===== config.mk =====
export PLATFORM = sky130hd
export DESIGN_NAME = booth_pp_accumulator
export DESIGN_NICKNAME = d
export VERILOG_FILES = /design/src/rtl/booth_pp_accumulator.sv
export SDC_FILE = /design/constraint.sdc
export NUM_CORES = 1
export LEC_CHECK = 0
export CAP_MARGIN = 30
export CORE_MARGIN = 4
export CORE_UTILIZATION = 50
export DETAILED_ROUTE_END_ITERATION = 16
export PLACE_DENSITY = 0.71
export RECOVER_POWER = 25
export SLEW_MARGIN = 20
export SYNTH_ARGS = -nofsm -noshare
export SYNTH_HDL_FRONTEND = slang
export SYNTH_SLANG_ARGS = --single-unit

===== constraint.sdc =====
create_clock -name clk -period 5.2 [get_ports clk]
set_input_delay 0.78 -clock clk [delete_from_list [all_inputs] [get_ports clk]]
set_output_delay 0.78 -clock clk [all_outputs]
set_load 0.05 [all_outputs]

===== src/rtl/booth_pp_accumulator.sv =====
// Booth partial-product accumulator: 3-stage adder tree reducing eight
// partial products to one product, followed by a signed dot-product accumulator.
module booth_pp_accumulator #(
  parameter int WIDTH_DATA = 16,
  parameter int NUM_PP     = 8,
  parameter int ACC_WIDTH  = 40
) (
  input  logic                           clk,
  input  logic                           rst_n,
  input  logic                           in_valid,
  output logic                           in_ready,
  input  logic                           in_last,
  input  logic [WIDTH_DATA*2*NUM_PP-1:0] pp,
  output logic                           out_valid,
  input  logic                           out_ready,
  output logic [ACC_WIDTH-1:0]           out_data,
  output logic                           out_ovf,
  output logic                           busy
);

  localparam int PW = 2 * WIDTH_DATA;

  logic                 stall;
  logic                 accept;

  logic [3:0][PW-1:0]   s1_d, s1_q;
  logic                 v1_d, v1_q;
  logic                 l1_d, l1_q;

  logic [1:0][PW-1:0]   s2_d, s2_q;
  logic                 v2_d, v2_q;
  logic                 l2_d, l2_q;

  logic [PW-1:0]        p3_d, p3_q;
  logic                 v3_d, v3_q;
  logic                 l3_d, l3_q;

  logic [ACC_WIDTH-1:0] acc_d, acc_q;
  logic                 sticky_d, sticky_q;
  logic                 open_d, open_q;

  logic                 ov_d, ov_q;
  logic [ACC_WIDTH-1:0] od_d, od_q;
  logic                 oo_d, oo_q;

  logic [ACC_WIDTH-1:0] prod_ext;
  logic [ACC_WIDTH-1:0] sum;
  logic                 ovf_new;

  // A held result blocks the whole pipeline, so nothing in flight is lost.
  always_comb begin
    stall  = ov_q & ~out_ready;
    accept = in_valid & ~stall;
  end

  // Stage 1: pairwise sums of the eight partial products.
  always_comb begin
    s1_d = '0;
    for (int i = 0; i < 4; i++) begin
      s1_d[i] = pp[(2*i)*PW +: PW] + pp[(2*i+1)*PW +: PW];
    end
    v1_d = accept;
    l1_d = accept & in_last;
  end

  // Stage 1 register, frozen while stalled.
  always_ff @(posedge clk) begin
    if (!rst_n) begin
      s1_q <= '0;
      v1_q <= 1'b0;
      l1_q <= 1'b0;
    end else if (!stall) begin
      s1_q <= s1_d;
      v1_q <= v1_d;
      l1_q <= l1_d;
    end
  end

  // Stage 2: reduce four sums to two.
  always_comb begin
    s2_d    = '0;
    s2_d[0] = s1_q[0] + s1_q[1];
    s2_d[1] = s1_q[2] + s1_q[3];
    v2_d    = v1_q;
    l2_d    = l1_q;
  end

  // Stage 2 register, frozen while stalled.
  always_ff @(posedge clk) begin
    if (!rst_n) begin
      s2_q <= '0;
      v2_q <= 1'b0;
      l2_q <= 1'b0;
    end else if (!stall) begin
      s2_q <= s2_d;
      v2_q <= v2_d;
      l2_q <= l2_d;
    end
  end

  // Stage 3: final product, exact within the modular product width.
  always_comb begin
    p3_d = s2_q[0] + s2_q[1];
    v3_d = v2_q;
    l3_d = l2_q;
  end

  // Stage 3 register, frozen while stalled.
  always_ff @(posedge clk) begin
    if (!rst_n) begin
      p3_q <= '0;
      v3_q <= 1'b0;
      l3_q <= 1'b0;
    end else if (!stall) begin
      p3_q <= p3_d;
      v3_q <= v3_d;
      l3_q <= l3_d;
    end
  end

  // Sign-extended add with signed overflow detection on the wrapped sum.
  always_comb begin
    prod_ext = ACC_WIDTH'($signed(p3_q));
    sum      = acc_q + prod_ext;
    ovf_new  = (acc_q[ACC_WIDTH-1] == prod_ext[ACC_WIDTH-1]) &
               (sum[ACC_WIDTH-1] != acc_q[ACC_WIDTH-1]);
  end

  // Accumulate, and on a last beat publish the result and restart the sum.
  always_comb begin
    acc_d    = acc_q;
    sticky_d = sticky_q;
    open_d   = open_q;
    ov_d     = ov_q;
    od_d     = od_q;
    oo_d     = oo_q;
    if (!stall) begin
      ov_d = 1'b0;
      if (v3_q) begin
        if (l3_q) begin
          ov_d     = 1'b1;
          od_d     = sum;
          oo_d     = sticky_q | ovf_new;
          acc_d    = '0;
          sticky_d = 1'b0;
          open_d   = 1'b0;
        end else begin
          acc_d    = sum;
          sticky_d = sticky_q | ovf_new;
          open_d   = 1'b1;
        end
      end
    end
  end

  // Accumulator and output registers.
  always_ff @(posedge clk) begin
    if (!rst_n) begin
      acc_q    <= '0;
      sticky_q <= 1'b0;
      open_q   <= 1'b0;
      ov_q     <= 1'b0;
      od_q     <= '0;
      oo_q     <= 1'b0;
    end else begin
      acc_q    <= acc_d;
      sticky_q <= sticky_d;
      open_q   <= open_d;
      ov_q     <= ov_d;
      od_q     <= od_d;
      oo_q     <= oo_d;
    end
  end

  // Open partial sums count as busy even when the pipeline is empty.
  always_comb begin
    in_ready  = ~stall;
    out_valid = ov_q;
    out_data  = od_q;
    out_ovf   = oo_q;
    busy      = v1_q | v2_q | v3_q | open_q | sticky_q | (|acc_q);
  end

endmodule


---- After elaboration in Yosys (flattened, before gate mapping) ----
Index checks and enable logic that the tools add are counted.
storage, ports and cells
  bits in registers ....................... 314
  output and inout bits ................... 44
  logic and storage cells ................. 49
cells by class
  $add $sub $neg .......................... 8
  equal/unequal tests ..................... 2
  multiplexer cells ....................... 5
  bitwise gates (word level) .............. 12
  reduce and logical (&&, ||, !) cells .... 3
operators with widths
  cell               count
  $add A32 B32 Y32   7
  $add A40 B40 Y40   1
  $mux W40           1
  $reduce_or A40 Y1  1
  $or A1 B1 Y1       6
  $and A1 B1 Y1      4
  $mux W1            4
  $reduce_and A3 Y1  1
  $not A1 Y1         2
  $reduce_and A2 Y1  1
  $eq A1 B1 Y1       1
  $ne A1 B1 Y1       1

---- Logic depth before layout (Yosys ltp) ----
Gate-level depths: netlist of run 1.
  depth in word-level cells ............... 5
  mapped depth ............................ 14
  gate-level depth less buffers ........... 14

---- Worst setup path before layout of run 1 ----
Ideal clock, no wire load.
  path kind ............................... in2reg
  from .................................... in pp[200]
  to ...................................... reg s1_q[123] (netlist bit)
  library setup time ...................... 117 ps
  data arrival time ....................... 3093 ps
  required time ........................... 5083 ps
  slack ................................... 1990 ps
  cell stages on the path ................. 12
  cells stage by stage .................... ha_1 clkbuf_1 a21o_1 a21o_1 a2111oi_1 o211ai_1 o21ai_1 a31oi_1 nand2b_1 nand2_1 a211o_1 a32o_1
between the ends
  longest elaborated chain between the ends .. 1
RTL lines
  element               RTL line  source
  from (decl)           13        input logic [WIDTH_DATA*2*NUM_PP-1:0] pp,
  $add A32 B32 Y32      60        s1_d[i] = pp[(2*i)*PW +: PW] + pp[(2*i+1)*PW +: PW];
  to (signal assigned)  69        s1_q <= '0;
  to (signal assigned)  73        s1_q <= s1_d;
  to (decl)             26        logic [3:0][PW-1:0] s1_d, s1_q;
Every way passes these cells.
A chain may end at the register's enable or synchronous reset.

---- Worst setup path after layout of run 1 ----
  from .................................... in out_ready
  to ...................................... reg s1_q[26] (netlist bit)
between the ends
  longest elaborated chain between the ends .. 2
RTL lines
  element        RTL line  source
  from (decl)    15        input logic out_ready,
  $not A1 Y1     52        stall = ov_q & ~out_ready;
  $and A1 B1 Y1  52
Every way passes these cells.

==> results of run 1 <==
per-stage QoR:
| step | power (mW) | cell area (sq um) | setup slack (ns) |
|---|---|---|---|
| finish | 8.70 | 27200 | 1.13 |
| global route | 9.24 | 27200 | 0.910 |
| CTS | 8.73 | 27200 | 1.46 |
| detailed placement | 6.06 | 26000 | 0.922 |
| global placement | 6.01 | 26000 | 0.963 |
| floorplan | 5.15 | 22400 | 1.99 |
per-layer routing:
layer	part of all wire	vias up	track usage
met2	0.47	471	0.439
li1	-	10686	-
met3	0.041	67	0.0328
met5	0	-	0
met4	0.015	0	0.0479
met1	0.47	9900	0.347
cell families after synthesis:
kind of cell / synth area share
AOI/OAI and AO/OA: 0.280
xor gates and xnor gates: 0.0862
adders and majority gates: 0.150
buffers and inverters: 0.0312
DFF: 0.280
muxes: 0.000892
and+or+nand+nor: 0.172
tightest hold or removal path: stages (launching register included):
cell,delay (ns)
dfxtp_1,0.31
nand2_1,0.05
a21oi_1,0.05
state kept, by name, summed over array words and instances (netlist names):
register,cells
l3_q,1
l1_q,1
out_valid,1
out_ovf,1
l2_q,1
v3_q,1
v2_q,1
s2_q,64
v1_q,1
acc_q,40
out_data,40
open_q,1
s1_q,128
p3_q,32
sticky_q,1
final timing paths:
check	from	end	slack, ns	depth (start not counted)
min reg2reg	s2_q[54]	s2_q[54]	0.45	2
max	out_ready	s1_q[26]	1.13	7
min	s2_q[54]	s2_q[54]	0.45	2
max reg2reg	out_valid	s1_q[26]	1.59	6
power breakdown:
group / switching (mW) / internal, mW / total (mW)
logic: 1.68 / 1.36 / 3.04
registers: 0.269 / 2.75 / 3.02
clock network: 1.03 / 1.62 / 2.65
cell usage after synthesis, types with 19 or more instances:
library cell,n
xnor2_1,138
a21oi_1,324
or3_1,20
nand2_1,392
xor2_1,83
dfxtp_1,314
o21bai_1,30
a211oi_1,49
a31oi_1,31
o21ai_1,19
inv_1,77
a22o_1,62
nor2b_1,37
a21o_1,159
clkbuf_1,101
o21a_1,27
ha_1,256
o21ai_0,175
nand4_1,26
and3_1,23
nor3_1,24
nand2b_1,26
nand3_1,56
nor2_1,164
and2_1,19
placed cells by master (no fill, tap or decap), types with 7 or more instances in the layout:
cell / n
nor4_1: 18
nor2_1: 164
a21oi_1: 323
and3_1: 23
ha_1: 256
nor3_1: 24
o211ai_1: 11
xor2_1: 83
o221ai_1: 7
dlygate4sd3_1: 26
nand3_1: 56
o21bai_1: 30
o31ai_1: 8
nor2b_1: 37
a41oi_1: 8
a21o_1: 159
a22oi_1: 17
clkbuf_1: 11
o21a_1: 27
or4_1: 8
clkbuf_16: 36
buf_4: 12
nand2b_1: 26
dfxtp_1: 314
fa_1: 8
xnor2_1: 138
inv_1: 77
and2_1: 18
nand2_1: 392
a31oi_1: 31
a22o_1: 62
o21ai_0: 175
a211oi_1: 49
clkdlybuf4s50_1: 278
or3_1: 20
nand4_1: 26
o21ai_1: 19
cell type report:
class                           count  area (sq um)
Inverter                           79           302
Timing Repair Buffer              321          3170
Sequential cell                   314          6290
Clock buffer                       50          1010
Multi-Input combinational cell   2317         15500
Tap cell                          592           741
Clock inverter                     15           230
Fill cell                        4035         17100
==> metrics.md, run 1 <==
| Metric | Value |
|---|---|
| CP arrival | around 4.5 ns |
| Vias per cell | around 5.7 |
| Total of max-cap violations | 4 |
| CP Max Fanout | 38 |
| Drt first-iter violations | between 1000 and 1500 |
| Critical path, cell by cell | dlygate4sd3_1 -> nor2b_1 -> inv_4 -> nor2_1 -> buf_4 -> nand2_1 -> o21ai_0 |
| Ys Warns | 0 |
| Synth Flop Type | dfxtp_1 |
| Area Overhead vs Synth | 21.2% |
| Clock Sinks | about 310 |
| Worst hold path type | reg2reg |
| First-pass DRT Iterations | 5 |
| Setup-failing EPs final | 0 |
| Failing checks | max-capacitance violations, max-slew violations |
| WHS | around 0.45 ns |
| Leading post-synthesis cells by cell area | dfxtp_1, ha_1, a21oi_1 |
| Critical Path Start Type | primary input |
| Antenna Violating Nets Remaining | 0 |
| Num ports | 305 |
| Sequential-to-total area share from yosys stat | 0.280 |
| First-pass GRT wire length | 103000 um |
| Final Hold Fails | 0 |
| Number of global-route vias before repair | 20726 |
| Clock buffer depth | 3 |
| Yosys top cell area share | 0.280 |
| Core Util, Final | 0.614 |
| Worst-Skew Late Latency | around 0.53 ns |
| Worst-path clk slew | approximately 0.060 ns |
| CTS buffer count | 36 |
| Hold buffers post-CTS | 0 |
| # rows | 77 |
| H-tree depth | 2 |
| Non-Filler Instances | about 3700 |
| Post-CTS setup buffers | 0 |
| Crit path time final | 4.07 ns |
| Post-synth EDFFs | 0 |
| LEAKAGE | approximately 12 nW |
| Placed instance count | between 3000 and 4000 |
| Worst Setup End Kind | flop |
| Post-Syn Instances | ~2800 |
| Slew @ Worst Pin | 2.37 ns |
| Detailed placement HPWL | roughly 50000 um |
| Outcome | finished, violations left |
| Post-Route WL | roughly 64000 um |
| Die H | around 220 um |
| CP bufs+invs | 3 |
| Setup TNS | 0 ns |
| Grt ovf | 0 |
| Initial Utilization | 0.506 |
| Final nets | about 3600 |
| CP Data Required Time | between 5 and 6 ns |
| # resized after CTS | 0 |
| Synthesized flop and latch total | ~310 |
| Largest net degree at the start of global routing | around 170 |
| PwrDens | roughly 320 nW/um^2 |
| Post-Syn Area per Cell | 7.97 sq um |
| Crit Path Class | in2reg |
| Residual DRC | 0 |
| CP peak stage delay | 1.82 ns |
| Dominant cell type by area after synthesis | dfxtp_1 |
| Root Buffer | clkbuf_16 |
| Slowest-stage cell, CP | nor2_1 |
| Die width | 220 um |
| CORE AREA | between 40000 and 50000 sq um |
| Top delay family on crit path | simple AND/OR/NAND/NOR gates |
| Share of synthesized registers carrying an async set or reset | 0 |
| CTS tree | done |
| Fin crit share | 0.783 |
| RSZ-0062 raised after global routing | no |
| Total Routing Usage GR | 0.256 |
| WL per Instance | between 15 and 20 um |
| Layout cells sized above 1 | 0.0310 |
| Synthesized Nets | between 3000 and 4000 |
| Initial antenna violation count | 0 |
| Die area | approximately 48000 sq um |
| Post-synth cell types | 82 |
| Pins Over Slew Limit | ~210 |
| Worst slew margin | -0.584 |
| Max rail drop VDD | between 200 and 250 uV |
| Inserted Diodes | 0 |
| # port buffers | approximately 300 |
| DR vias | about 21000 |
| Post-Syn Area | roughly 22000 sq um |
| Final GP Congestion | between 0.8 and 0.9 |
| Fmax | approximately 250 MHz |
| Worst Skew | around 0.018 ns |
Note: power is estimated with default switching activity, not from simulation.
==> run 2, diff against run 1 <==
Settings changed: PLACE_DENSITY 0.71 to 0.74.
Clock period 5.2 ns to 3.3 ns, I/O delays scaled along.
==> metrics.md, run 2 (same netlist as run 1, synthesis figures left out) <==
| Metric | Value |
|---|---|
| Outcome | finished, violations left |
| # rows | 77 (unchanged) |
| R2R depth | 14 (+8) |
| DR vias | 21967 (+4.0%) |
| Root Buffer | clkbuf_16 |
| # port buffers | 304 (unchanged) |
| Detailed placement HPWL | 51700 um (+2.8%) |
| Critical Path Start Type | flop |
| Initial Utilization | 0.506 (unchanged) |
| Sequential Power Share | 0.342 (-0.005) |
| Area Overhead vs Synth | 27.1% |
| Total Routing Usage GR | 0.263 (+0.00719) |
| CP Data Required Time | 2.80 ns (-2.86 ns) |
| Clock Sinks | 314 (unchanged) |
| Max rail drop VDD | 476 uV (+100%) |
| Inserted Diodes | 0 (unchanged) |
| Die width | 220 um (unchanged) |
| CP arrival | 2.76 ns (-1.77 ns) |
| Failing checks | max-capacitance violations, max-slew violations |
| Layout cells sized above 1 | 0.0890 (+0.0580) |
| Vias per cell | 5.71 (-0.36%) |
| Switching part of the total | 0.344 (+0.00243) |
| Fin crit share | 0.986 |
| Drt first-iter violations | 1505 (+30%) |
| CORE AREA | 44300 sq um (unchanged) |
| CTS tree | done |
| Fmax | ~310 MHz |
| First-pass GRT wire length | 106000 um (+2.7%) |
| Number of global-route vias before repair | 21404 (+3.3%) |
| Final GP Congestion | 0.928 (+4.7%) |
| Die H | 220 um (unchanged) |
| Internal | 9.07 mW (+58%) |
| Top reg by flops | s1_q |
| First-pass DRT Iterations | 5 (unchanged) |
| Total of max-cap violations | 1 (-3) |
| Final Hold Fails | 0 (unchanged) |
| Clk pwr share | 0.285 (-0.019) |
| Dpl cell area | 27200 sq um (+4.7%) |
| Slew @ Worst Pin | 1.94 ns (-0.427 ns) |
| H-tree depth | 2 (unchanged) |
| Setup-failing EPs final | 0 (unchanged) |
| Final non-filler cell area | 28500 sq um (+4.8%) |
| Clock buffer depth | 3 (unchanged) |
| Most frequent cells in the layout | nand2_1, a21oi_1, dfxtp_1, clkdlybuf4s50_1, ha_1 |
| Pwr Total | 13.8 mW (+59%) |
| CP Max Fanout | 3 (-92%) |
| Grt ovf | 0 (unchanged) |
| Worst hold path type | reg2reg |
| Commonest non-fill, non-tap cell in the layout | nand2_1 |
| Final nets | 3761 (+4.6%) |
| Max FFs per register | 128 (unchanged) |
| Crit Path Class | reg2out |
| Largest net degree at the start of global routing | 173 (-0.57%) |
| Hold path cells | 2 (unchanged) |
| Residual DRC | 0 (unchanged) |
| CTS buffer count | 36 (unchanged) |
| PwrDens | 485 nW/um^2 (+52%) |
| Largest regs | s1_q (128), s2_q (64) |
| Fillers | 3923 (-2.8%) |
| LEAKAGE | 13.0 nW (+6.2%) |
| Initial antenna violation count | 0 (unchanged) |
| Worst-path clk slew | 0.06 ns (about the same) |
| Pins Over Slew Limit | 173 (-17%) |
| Worst Skew | 0.0172 ns (-0.000660 ns) |
| Worst-Skew Late Latency | 0.54 ns (about the same) |
| Worst Setup End Kind | output pin |
| Comb power frac | 0.373 (+0.024) |
| Crit path time final | 3.25 ns |
| Post-Route WL | 65700 um (+2.9%) |
| WL per Instance | 17.1 um (-1.4%) |
| Num ports | 305 (unchanged) |
| Antenna Violating Nets Remaining | 0 (unchanged) |
| Worst slew margin | -0.293 (+0.291) |
| Sw Pwr | 4.75 mW (+60%) |
| Die area | 48300 sq um (unchanged) |
## run 2: power by group through the flow
stage | Sequential, mW | Clock (mW) | Combinational [mW]
floorplan | 4.64 | 0 | 3.48
global placement | 4.80 | 0 | 4.93
detailed placement | 4.81 | 0 | 5.02
CTS | 4.73 | 4.00 | 5.07
global route | 4.78 | 4.16 | 5.70
finish | 4.73 | 3.94 | 5.15
## run 2: layout make-up
cell class	count	area [sq um]	area share
clock buffers	51	1050	0.0368
clock inverters	8	103	0.00360
inverters	79	302	0.0106
multi-input cells	2317	15600	0.547
flip-flops and latches	314	6290	0.221
well taps	592	741	0.0260
repair buffers	488	4420	0.155
## run 2: critical path: stages, from the launching register on
cell and delay, ns:
dfxtp_1 0.34, nor4_1 0.59, nand4_1 0.17, nor2_1 0.23, nand4_1 0.16, clkdlybuf4s50_1 0.73
## run 2: path summary, 6_finish.rpt
path                                 from   endpoint  slack, ns
worst max-delay path            acc_q[27]       busy       0.05
worst min-delay path                 l2_q       l2_q       0.46
worst max register to register   acc_q[3]  acc_q[39]       0.16
worst min register to register       l2_q       l2_q       0.46
## run 2: metrics by stage
stage | hold slack [ns] | setup WS [ns] | utilization | setup TNS (ns) | instances
2_1_floorplan | 0.429 | 0.291 | - | 0 | 2817
3_3_place_gp | 0.440 | -0.530 | 0.614 | -9.75 | 3784
3_5_place_dp | 0.443 | -0.585 | 0.614 | -12.79 | 3785
4_1_cts | 0.454 | 0.0129 | 0.640 | 0 | 3844
5_1_grt | 0.467 | -0.0202 | 0.644 | -0.0455 | 3849
6_report | 0.455 | 0.0473 | 0.644 | 0 | 3849
## run 2: repair_timing
item | CTS | global route
cloned | 0 | 0
resized for setup | 1 | 34
hold buffers | 0 | 0
pin swaps | 0 | 19
endpoints found under the setup margin | 1 | 44
setup buffers | 0 | 5
## run 2: layer usage
| layer | part of all wire | GRT usage | up-vias | wire (um) |
|---|---|---|---|---|
| li1 | - | - | 11042 | - |
| met1 | 0.46 | 0.353 | 10358 | 30400 |
| met2 | 0.48 | 0.452 | 489 | 31300 |
| met3 | 0.046 | 0.0399 | 78 | 3040 |
| met4 | 0.015 | 0.0475 | 0 | 991 |
| met5 | 0 | 0 | - | 0 |
